### src/rtl/sysserv_pkg.sv
// Shared definitions for the PolarFire system-services sequencer:
// FSM state encodings, service opcodes, default APB addresses and
// the mailbox address helper.
package sysserv_pkg;

  typedef logic [2:0] state_t;

  localparam state_t ST_IDLE       = 3'd0;
  localparam state_t ST_CMD_SETUP  = 3'd1;
  localparam state_t ST_CMD_ACCESS = 3'd2;
  localparam state_t ST_WAIT_RISE  = 3'd3;
  localparam state_t ST_WAIT_FALL  = 3'd4;
  localparam state_t ST_RD_SETUP   = 3'd5;
  localparam state_t ST_RD_ACCESS  = 3'd6;
  localparam state_t ST_DONE       = 3'd7;

  localparam logic [7:0] OP_SN  = 8'h00;
  localparam logic [7:0] OP_DV  = 8'h44;
  localparam logic [7:0] OP_IAP = 8'h42;

  localparam logic [31:0] CMD_ADDR_DFLT = 32'h0000_0000;
  localparam logic [31:0] MBX_BASE_DFLT = 32'h0000_0100;

  // Mailbox word k lives at base + 4*k; 32-bit wrap is not a concern.
  function automatic logic [31:0] mbx_addr(input logic [31:0] base, input logic [3:0] k);
    return base + {26'd0, k, 2'b00};
  endfunction

endpackage

### src/rtl/sysserv_sequencer_rr_arb.sv
// Round-robin arbiter for NREQ requesters. The search starts at the
// index after the previous winner; the pointer moves only when the
// sequencer strobes advance at the end of a transaction.
module sysserv_rr_arb #(
  parameter int NREQ = 3,
  parameter int IW   = $clog2(NREQ)
) (
  input  logic            clk,
  input  logic            rst_n,
  input  logic [NREQ-1:0] req,
  input  logic            advance,
  input  logic [IW-1:0]   winner,
  output logic [NREQ-1:0] grant,
  output logic [IW-1:0]   idx,
  output logic            any
);

  logic [IW-1:0] ptr;
  int            cand;

  // First requesting index at or after ptr, wrapping around.
  always_comb begin
    grant = '0;
    idx   = ptr;
    any   = 1'b0;
    cand  = 0;
    for (int i = 0; i < NREQ; i++) begin
      cand = int'(ptr) + i;
      if (cand >= NREQ) cand = cand - NREQ;
      if (!any && req[cand]) begin
        any         = 1'b1;
        idx         = IW'(cand);
        grant[cand] = 1'b1;
      end
    end
  end

  // Priority pointer: one past the last winner, so index 0 leads after reset.
  always_ff @(posedge clk or negedge rst_n) begin
    if (!rst_n) ptr <= '0;
    else if (advance) ptr <= (int'(winner) == NREQ - 1) ? '0 : winner + 1'b1;
  end

endmodule

### src/rtl/sysserv_sequencer.sv
// System-services sequencer: arbitrates fabric requesters, writes the
// service command over APB, follows USR_BUSY through rise and fall,
// then reads back rdlen mailbox words to the current owner.
// Optional macro SYSSERV_TIMEOUT_EN bounds the busy wait by TIMEOUT_CYC cycles.
//
// state      | meaning
// -----------+--------------------------------------------------
// IDLE       | arbitrate when SS_BUSY is low
// CMD_SETUP  | APB setup phase of the command write
// CMD_ACCESS | APB access phase of the command write
// WAIT_RISE  | waiting for the core to raise USR_BUSY
// WAIT_FALL  | waiting for USR_BUSY to drop; check USR_CMD_ERROR
// RD_SETUP   | APB setup phase of mailbox read k
// RD_ACCESS  | APB access phase of mailbox read k
// DONE       | done/err pulse, release grant, advance pointer
module sysserv_sequencer
  import sysserv_pkg::*;
#(
  parameter int          NREQ        = 3,
  parameter logic [31:0] CMD_ADDR    = CMD_ADDR_DFLT,
  parameter logic [31:0] MBX_BASE    = MBX_BASE_DFLT,
  parameter logic [23:0] TIMEOUT_CYC = 24'd1_000_000
) (
  input  logic              CLK,
  input  logic              RESETN,
  input  logic [NREQ-1:0]   req,
  input  logic [8*NREQ-1:0] req_opcode,
  input  logic [4*NREQ-1:0] req_rdlen,
  output logic [NREQ-1:0]   grant,
  output logic [31:0]       rd_data,
  output logic              rd_valid,
  output logic              done,
  output logic              err,
  output logic              APBM_PSEL,
  output logic              APBM_PENABLE,
  output logic              APBM_PWRITE,
  output logic [31:0]       APBM_PADDR,
  output logic [31:0]       APBM_PWDATA,
  input  logic [31:0]       APBM_PRDATA,
  input  logic              APBM_PREADY,
  input  logic              APBM_PSLVERR,
  input  logic              USR_BUSY,
  input  logic              USR_CMD_ERROR,
  input  logic              SS_BUSY
);

  localparam int IW = $clog2(NREQ);

  if (NREQ < 2 || NREQ > 8) begin : g_bad_nreq
    $error("NREQ must be in 2..8");
  end
  if (TIMEOUT_CYC == 24'd0) begin : g_bad_timeout
    $error("TIMEOUT_CYC must be nonzero");
  end

  state_t          state;
  logic [IW-1:0]   owner;
  logic [7:0]      opcode_q;
  logic [3:0]      rdlen_q;
  logic [3:0]      k;
  logic [NREQ-1:0] arb_grant;
  logic [IW-1:0]   arb_idx;
  logic            arb_any;
  logic            waiting;
  logic            to_hit;

  assign waiting = (state == ST_WAIT_RISE) || (state == ST_WAIT_FALL);

  sysserv_rr_arb #(.NREQ(NREQ), .IW(IW)) u_arb (
    .clk     (CLK),
    .rst_n   (RESETN),
    .req     (req),
    .advance (state == ST_DONE),
    .winner  (owner),
    .grant   (arb_grant),
    .idx     (arb_idx),
    .any     (arb_any)
  );

`ifdef SYSSERV_TIMEOUT_EN
  logic [23:0] to_cnt;

  // Down-counter armed during the command access; expires after TIMEOUT_CYC wait cycles.
  always_ff @(posedge CLK or negedge RESETN) begin
    if (!RESETN) to_cnt <= '0;
    else if (state == ST_CMD_ACCESS) to_cnt <= TIMEOUT_CYC - 24'd1;
    else if (waiting && to_cnt != 24'd0) to_cnt <= to_cnt - 24'd1;
  end

  assign to_hit = waiting && (to_cnt == 24'd0);
`else
  assign to_hit = 1'b0;
`endif

  // APB outputs decode straight from state so a reset clears them at once.
  always_comb begin
    APBM_PSEL    = 1'b0;
    APBM_PENABLE = 1'b0;
    APBM_PWRITE  = 1'b0;
    APBM_PADDR   = 32'd0;
    APBM_PWDATA  = 32'd0;
    case (state)
      ST_CMD_SETUP, ST_CMD_ACCESS: begin
        APBM_PSEL    = 1'b1;
        APBM_PENABLE = (state == ST_CMD_ACCESS);
        APBM_PWRITE  = 1'b1;
        APBM_PADDR   = CMD_ADDR;
        APBM_PWDATA  = {24'd0, opcode_q};
      end
      ST_RD_SETUP, ST_RD_ACCESS: begin
        APBM_PSEL    = 1'b1;
        APBM_PENABLE = (state == ST_RD_ACCESS);
        APBM_PADDR   = mbx_addr(MBX_BASE, k);
      end
      default: ;
    endcase
  end

  // Transaction sequencer; done and err are set on the edge into DONE.
  always_ff @(posedge CLK or negedge RESETN) begin
    if (!RESETN) begin
      state    <= ST_IDLE;
      grant    <= '0;
      owner    <= '0;
      opcode_q <= '0;
      rdlen_q  <= '0;
      k        <= '0;
      rd_data  <= '0;
      rd_valid <= 1'b0;
      done     <= 1'b0;
      err      <= 1'b0;
    end else begin
      rd_valid <= 1'b0;
      done     <= 1'b0;
      err      <= 1'b0;
      case (state)
        ST_IDLE: begin
          if (arb_any && !SS_BUSY) begin
            grant    <= arb_grant;
            owner    <= arb_idx;
            opcode_q <= req_opcode[int'(arb_idx)*8 +: 8];
            rdlen_q  <= req_rdlen[int'(arb_idx)*4 +: 4];
            k        <= '0;
            state    <= ST_CMD_SETUP;
          end
        end
        ST_CMD_SETUP: state <= ST_CMD_ACCESS;
        ST_CMD_ACCESS: begin
          if (APBM_PREADY) begin
            if (APBM_PSLVERR) begin
              state <= ST_DONE;
              done  <= 1'b1;
              err   <= 1'b1;
            end else begin
              state <= ST_WAIT_RISE;
            end
          end
        end
        ST_WAIT_RISE: begin
          if (USR_BUSY) begin
            state <= ST_WAIT_FALL;
          end else if (to_hit) begin
            state <= ST_DONE;
            done  <= 1'b1;
            err   <= 1'b1;
          end
        end
        ST_WAIT_FALL: begin
          if (!USR_BUSY) begin
            if (USR_CMD_ERROR || rdlen_q == 4'd0) begin
              state <= ST_DONE;
              done  <= 1'b1;
              err   <= USR_CMD_ERROR;
            end else begin
              state <= ST_RD_SETUP;
              k     <= '0;
            end
          end else if (to_hit) begin
            state <= ST_DONE;
            done  <= 1'b1;
            err   <= 1'b1;
          end
        end
        ST_RD_SETUP: state <= ST_RD_ACCESS;
        ST_RD_ACCESS: begin
          if (APBM_PREADY) begin
            if (APBM_PSLVERR) begin
              state <= ST_DONE;
              done  <= 1'b1;
              err   <= 1'b1;
            end else begin
              rd_data  <= APBM_PRDATA;
              rd_valid <= 1'b1;
              k        <= k + 4'd1;
              if ((k + 4'd1) == rdlen_q) begin
                state <= ST_DONE;
                done  <= 1'b1;
              end else begin
                state <= ST_RD_SETUP;
              end
            end
          end
        end
        ST_DONE: begin
          grant <= '0;
          state <= ST_IDLE;
        end
        default: state <= ST_IDLE;
      endcase
    end
  end

endmodule

### config.mk
export PLATFORM = sky130hd
export DESIGN_NAME = sysserv_sequencer
export DESIGN_NICKNAME = d
export VERILOG_FILES = /design/src/rtl/sysserv_pkg.sv /design/src/rtl/sysserv_sequencer_rr_arb.sv /design/src/rtl/sysserv_sequencer.sv
export SDC_FILE = /design/constraint.sdc
export NUM_CORES = 1
export LEC_CHECK = 0
export BUFFER_PORTS_ARGS = -buffer_cell sky130_fd_sc_hd__buf_4
export CELL_PAD_IN_SITES_DETAIL_PLACEMENT = 1
export CELL_PAD_IN_SITES_GLOBAL_PLACEMENT = 2
export CORE_ASPECT_RATIO = 0.7
export CORE_MARGIN = 5
export CORE_UTILIZATION = 27
export DETAILED_ROUTE_END_ITERATION = 12
export HOLD_SLACK_MARGIN = 0.15
export PLACE_DENSITY_LB_ADDON = 0.12
export SLEW_MARGIN = 40
export SYNTH_ARGS = -nofsm -noshare
export SYNTH_HDL_FRONTEND = slang
export SYNTH_SLANG_ARGS = --single-unit
### constraint.sdc
create_clock -name CLK -period 3.5 [get_ports CLK]
set_clock_uncertainty 0.2 [all_clocks]
set_input_delay 0.35 -clock CLK [delete_from_list [all_inputs] [get_ports CLK]]
set_output_delay 0.35 -clock CLK [all_outputs]
set_load 0.02 [all_outputs]
After elaboration in Yosys (flattened, before gate mapping)
Cells that the tools add are included.

storage, ports and cells
  bits of input ports = 78
  word-level logic and storage cells = 137
  bits in registers = 61
  output and inout bits = 105

operators by class
  equal/unequal tests = 16
  muxes and demuxes = 65
  $lt $le $gt $ge = 9
  reduce and logical (&&, ||, !) cells = 23
  add/sub/neg operators = 8
  bitwise operators = 3
  shift operators = 2

operators by type and width
  operator                                                                               number
  32-bit by 1-bit greater-or-equal comparator with 1-bit output (second input constant)  3
  32-bit by 4-bit < comparator with 1-bit output (second input constant)                 3
  32-bit 2-to-1 mux                                                                      3
  32-bit by 3-bit greater-or-equal comparator with 1-bit output (second input constant)  2
  32-bit by 3-bit subtractor with 32-bit output (second input constant)                  2
  3-bit 2-to-1 mux                                                                       10
  1-bit 2-to-1 mux                                                                       26
  3-bit case mux with 8 select lines                                                     1
  24-bit by 6-bit indexed part select with 8-bit output                                  1
  4-bit 2-to-1 mux                                                                       5
  2-bit 2-to-1 mux                                                                       7
  2-bit inequality test (second input constant)                                          7
  3-bit equality test (second input constant)                                            4
  4-bit case mux with 3 select lines                                                     1
  12-bit by 5-bit indexed part select with 4-bit output                                  1
  9-bit by 6-bit adder with 10-bit output (first input constant)                         1
  10-bit 2-to-1 mux                                                                      1
  8-bit 2-to-1 mux                                                                       1
  1-bit binary-select mux with 2-bit select                                              3
  1-bit demux with 2-bit select                                                          3
  3-bit by 2-bit equality test with 1-bit output (second input constant)                 2
  1-bit logical AND                                                                      6
  3-bit bitwise OR                                                                       2
  3-bit case mux with 2 select lines                                                     1
  24 further kinds                                                                       30

Longest topological paths before layout
  word-level depth = 15
  mapped depth = 11

Cells and area by module
From an unflattened synthesis, not the netlist that was laid out.

second synthesis, totals
  cell total of the unflattened synthesis = 369
  area, all modules = 3658.5 um^2

modules (own cells, without submodules)
  module             cells each  times used  seq. area each (um^2)  area an instance (um^2)
  sysserv_sequencer  303         1           1476.4                 3174.3
  sysserv_rr_arb     66          1           50.0                   484.2

Worst setup path before layout
OpenSTA, ideal clock, no wires.

  path kind = reg-to-reg
  start = register u_arb.ptr[0]
  end = register rdlen_q[3]
  setup slack = 0.984 ns
  arrival = 2.196 ns
  library setup time = 0.120 ns
  required time = 3.180 ns
  stages on the path, launching flop included = 10
  cells stage by stage = dfrtp_1 > inv_1 > ha_1 > buf_4 > nand2_1 > a211o_1 > a221oi_4 > nor2_2 > mux2_1 > a31o_1

between the ends
  word-level cells in the longest chain between the ends = 14

RTL lines
  what                                                                                    RTL line                        text
  start, declared                                                                         sysserv_sequencer_rr_arb.sv:18  logic [IW-1:0] ptr;
  start signal, assigned                                                                  sysserv_sequencer_rr_arb.sv:41  else if (advance) ptr <= (int'(winner) == NREQ - 1) ? '0 : winner + 1'b1;
  branches (longest 14 deep; another with 32-bit by 3-bit subtractor with 32-bit output)  -
  end signal, assigned                                                                    sysserv_sequencer.sv:142        rdlen_q <= req_rdlen[int'(arb_idx)*4 +: 4];
  end, declared                                                                           sysserv_sequencer.sv:59         logic [3:0] rdlen_q;

Several ways; the timed one is not identified. The select of a mux whose other input is x is not followed.
A chain may end at the register's enable or synchronous reset.

Worst setup path after layout
  start = register u_arb.ptr[1]
  end = register opcode_q[7]

between the ends
  word-level cells in the longest chain between the ends = 14

RTL lines
  what                                                                                    RTL line                  text
  branches (longest 14 deep; another with 32-bit by 3-bit subtractor with 32-bit output)  -
  end signal, assigned                                                                    sysserv_sequencer.sv:141  opcode_q <= req_opcode[int'(arb_idx)*8 +: 8];
  end, declared                                                                           sysserv_sequencer.sv:58   logic [7:0] opcode_q;

Several ways; the timed one is not identified. The select of a mux whose other input is x is not followed.

==> run summary <==
The post-synthesis instance total was 354. The post-synthesis mux area share is 0.137. The share of layout cells above drive strength 1 works out to 0.353. The total via count in the routed design is 3251, and the number of enable-type register cells in the synthesized netlist is 0. Measured in cells, the most critical reg-to-reg path has a length of 8. TritonCTS built the clock tree. The root buffer cell is sky130_fd_sc_hd__clkbuf_16.

After synthesis the netlist holds a flip-flop and latch count of 61. STA classifies the critical path endpoint as a flop. The share of the synthesized netlist area taken by xor and xnor gates was 0.0203. The most common cell in the netlist was sky130_fd_sc_hd__dfrtp_1. The longest clock path from root to sink contains 2 buffers. Counting distinct cell types in the post-synthesis netlist gives 57. The cell with the biggest individual delay on the critical path is sky130_fd_sc_hd__ha_1. Detailed placement ended at an HPWL of 8.73 mm. sky130_fd_sc_hd__dfrtp_1 takes more of the synthesized area than any other cell. The tools report the relative contribution of combinational cells to total power as 0.532. The run gives 0.413 as the fraction of the yosys area taken by sequential cells. The insertion delay to the later sink of the worst-skew pair was 0.33 ns.

The tools report the worst reg2reg path startpoint as u_arb.ptr[1]. Relative to the synthesized area, the layout overhead comes to 53.1%. The clock share of power was 0.196. Hold is met by 0.210 ns. The synthesized-area fraction occupied by ao, oa, aoi and oai cells was 0.148. STA classifies the critical path startpoint as a flop.

For the number of clock sinks, the log shows 61. The adder and majority gate portion of the synthesized area works out to 0.0200. Via count of the first global-routing pass: 3459. Across the run, the number of max-cap violations was 0.

The die is 108 microns tall. The first-iteration detailed-routing DRC count is 120, and the achievable clock frequency is 327 MHz. The starting density of the core came out at 0.278. At the worst endpoint, the required time is 3.49 ns.

By area, the combinational part of the netlist is dominated by compound AO/OA/AOI/OAI gates. The final global-route overflow total came out at 0. The proportion of netlist area held by the largest area contributor came out at 0.413.

The global router's overall resource usage is 0.153. Summed over all nets, the switching power comes to 1.93 mW. The core region is 13300 sq um.

For this run, the leading register cell type out of synthesis is sky130_fd_sc_hd__dfrtp_1. The peak per-stage delay on the critical path works out to 0.53 ns. For this run, design rule violations remaining after detail routing come to 0.

The number of buffers added by the clock tree synthesis step was 9; the total negative setup slack was 0 ns. The proportion of synthesized flip-flops having asynchronous set or reset came out at 1.00. The signal on the critical path passes through inv_1 > ha_1 > nand2b_1 > a21oi_1 > a211o_1 > o21ai_1 > buf_4 > o311ai_1.

The max-slew violation count was 0; the final weighted congestion in routability-driven placement was 0.758. Pin placement for this block handled 183 I/O pins. Port buffering added 131 buffers. The sink of the worst hold path is opcode_q[7]. The worst hold path begins at req_opcode[7].

The average size of a mapped cell came out at 10.5 sq um. The endpoint identified for the worst register-to-register timing path is opcode_q[7]. For this block, the routed nets add up to 12.4 mm of wire.

Worst supply voltage drop on vdd: 0.243 mV. The final period utilization works out to 0.873. In this run the worst path has a maximum fanout of 16. The pre-antenna-repair detailed-routing pass consisted of 4 iterations.

The number of stages on the worst hold path is 4, and the total setup violations reported at the end of the flow is 0. The worst relative slew slack is 0.503, and the proportion of total power due to net switching is 0.411. The per-cell via count in the routed design came out at 4.41. The run gives 2.77 mW as the design internal power.

The run finished with clean final reports. For this design the static power due to leakage is 2.74 nW. STA puts the critical path data arrival time at 3.04 ns.

For the share of power burned in registers, the log shows 0.272. Clock period minus final worst setup slack: 3.05 ns. The tools report the post-synthesis instance area as 3700 sq um. At the pin with the least slew margin, the transition time is 0.745 ns. The horizontal die dimension is 150 microns. The logs give 0 for the synthesis warning total and 1526 for the number of filler cells placed in the layout. The initial antenna violation count is 0. The net count of the finished layout is 630. The clock-pin transition on the worst setup and hold timing paths was 0.05 ns. For the number of levels in the clock H-tree, the log shows 3.

The worst hold path belongs to the class in2reg. Yosys attributes the largest share of cell area to sky130_fd_sc_hd__dfrtp_1, sky130_fd_sc_hd__buf_4, sky130_fd_sc_hd__mux2_2. For flop-to-flop paths, the worst setup slack is 0.45 ns.

The start-to-end type of the worst setup path was reg2reg. Entering global routing, the biggest net connects 62 pins. The detail route stage leaves a number of antenna-violating nets equal to 0.

Setup repair after global routing left no endpoint under its margin. The die covers 16200 sq um. The floorplan has 35 rows. Power spread over the standard cell area amounts to 830 nW/um^2. Global-route wire length before repair: 19.2 mm.

The basic-gate share of the synthesized area counting and, or, nand and nor cells was 0.118; the total design power was 4.70 mW. Sorting the synthesized cells by how often they occur yields sky130_fd_sc_hd__dfrtp_1, sky130_fd_sc_hd__buf_4, sky130_fd_sc_hd__mux2_2, sky130_fd_sc_hd__nor2b_1. The final number of hold-violating endpoints is 0, and the wire length per cell is 16.8 microns.
worst max-delay path: cells and delay by family, from the launching register on:
kind	cells	cell delay [ns]
AO/OA/AOI/OAI	4	1.02
adder cells (fa/ha/maj)	1	0.53
flip-flops	1	0.45
buffers and inverters	2	0.37
AND/OR/NAND/NOR	1	0.35
state kept, by name (all words and copies together) (netlist names):
signal     cells
rdlen_q        4
err            1
state          3
rd_valid       1
owner          2
u_arb.ptr      2
k              4
rd_data       32
opcode_q       8
done           1
grant          3
through the flow:
stage               instance area, sq um  instances  utilization  setup slack (ns)
floorplan                           3890        404            -             0.984
global placement                    4660        653        0.350             0.520
detailed placement                  4670        653        0.351             0.433
CTS                                 5660        737        0.425             0.417
global route                        5660        737        0.425             0.232
finish                              5660        738        0.425             0.446
cells by family after synthesis:
group                    Yosys count
flip-flops                        61
adder cells (fa/ha/maj)            6
AND/OR/NAND/NOR                   75
buffers and inverters             83
multiplexers                      46
AO/OA/AOI/OAI                     75
other                              1
XOR/XNOR                           7
final cells by class:
| class | count | area, sq um | share of cell area |
|---|---|---|---|
| Antenna cell | 1 | 2.50 | 0.000442 |
| Tap cell | 185 | 231 | 0.0409 |
| Multi-Input combinational cell | 260 | 1830 | 0.323 |
| Sequential cell | 61 | 1530 | 0.270 |
| Clock inverter | 3 | 42.5 | 0.00751 |
| Inverter | 11 | 41.3 | 0.00729 |
| Clock buffer | 13 | 270 | 0.0477 |
| Timing Repair Buffer | 204 | 1720 | 0.303 |
cells in the final DEF (no fill, tap or decap), drive strengths merged, types with 4 or more instances in the layout:
cell type / instances
a21oi: 7
a22o: 4
a31oi: 12
and3: 12
buf: 136
clkbuf: 13
conb: 51
dfrtp: 61
dlygate4sd3: 68
ha: 5
inv: 11
mux2: 36
mux2i: 10
nand2: 12
nand2b: 5
nand3: 6
nor2: 9
nor2b: 14
o21ai: 20
o31ai: 4
worst max-delay path by stage:
stage            startpoint     endpoint
6_report       u_arb.ptr[1]  opcode_q[7]
5_1_grt        u_arb.ptr[1]  opcode_q[7]
4_1_cts        u_arb.ptr[1]  opcode_q[7]
3_5_place_dp   u_arb.ptr[1]  opcode_q[7]
3_3_place_gp   u_arb.ptr[1]  opcode_q[7]
2_1_floorplan  u_arb.ptr[0]   rdlen_q[3]
layer usage:
layer / track usage / vias to the layer above / share of wire
met1: 0.199 / 1590 / 0.45
li1: - / 1546 / -
met3: 0.0419 / 10 / 0.057
met5: 0 / - / 0
met2: 0.253 / 105 / 0.49
met4: 0.0405 / 0 / 0.0087
power groups by stage:
| stage | clock, mW | sequential (mW) | combinational, mW |
|---|---|---|---|
| final | 0.922 | 1.28 | 2.50 |
| after global routing | 0.984 | 1.33 | 2.71 |
| after CTS | 0.953 | 1.28 | 2.52 |
| after detailed placement | 0 | 1.29 | 2.45 |
| after global placement | 0 | 1.27 | 2.43 |
| after floorplan | 0 | 1.47 | 1.40 |
repair_timing:
action / 4_1_cts / 5_1_grt
resized for setup: 0 / 0
hold buffers: 68 / 0
hold endpoints to repair: 107 / 0
setup buffers: 0 / 0
endpoints found under the setup margin: 0 / 0
Power figures use the tool's default switching activity.
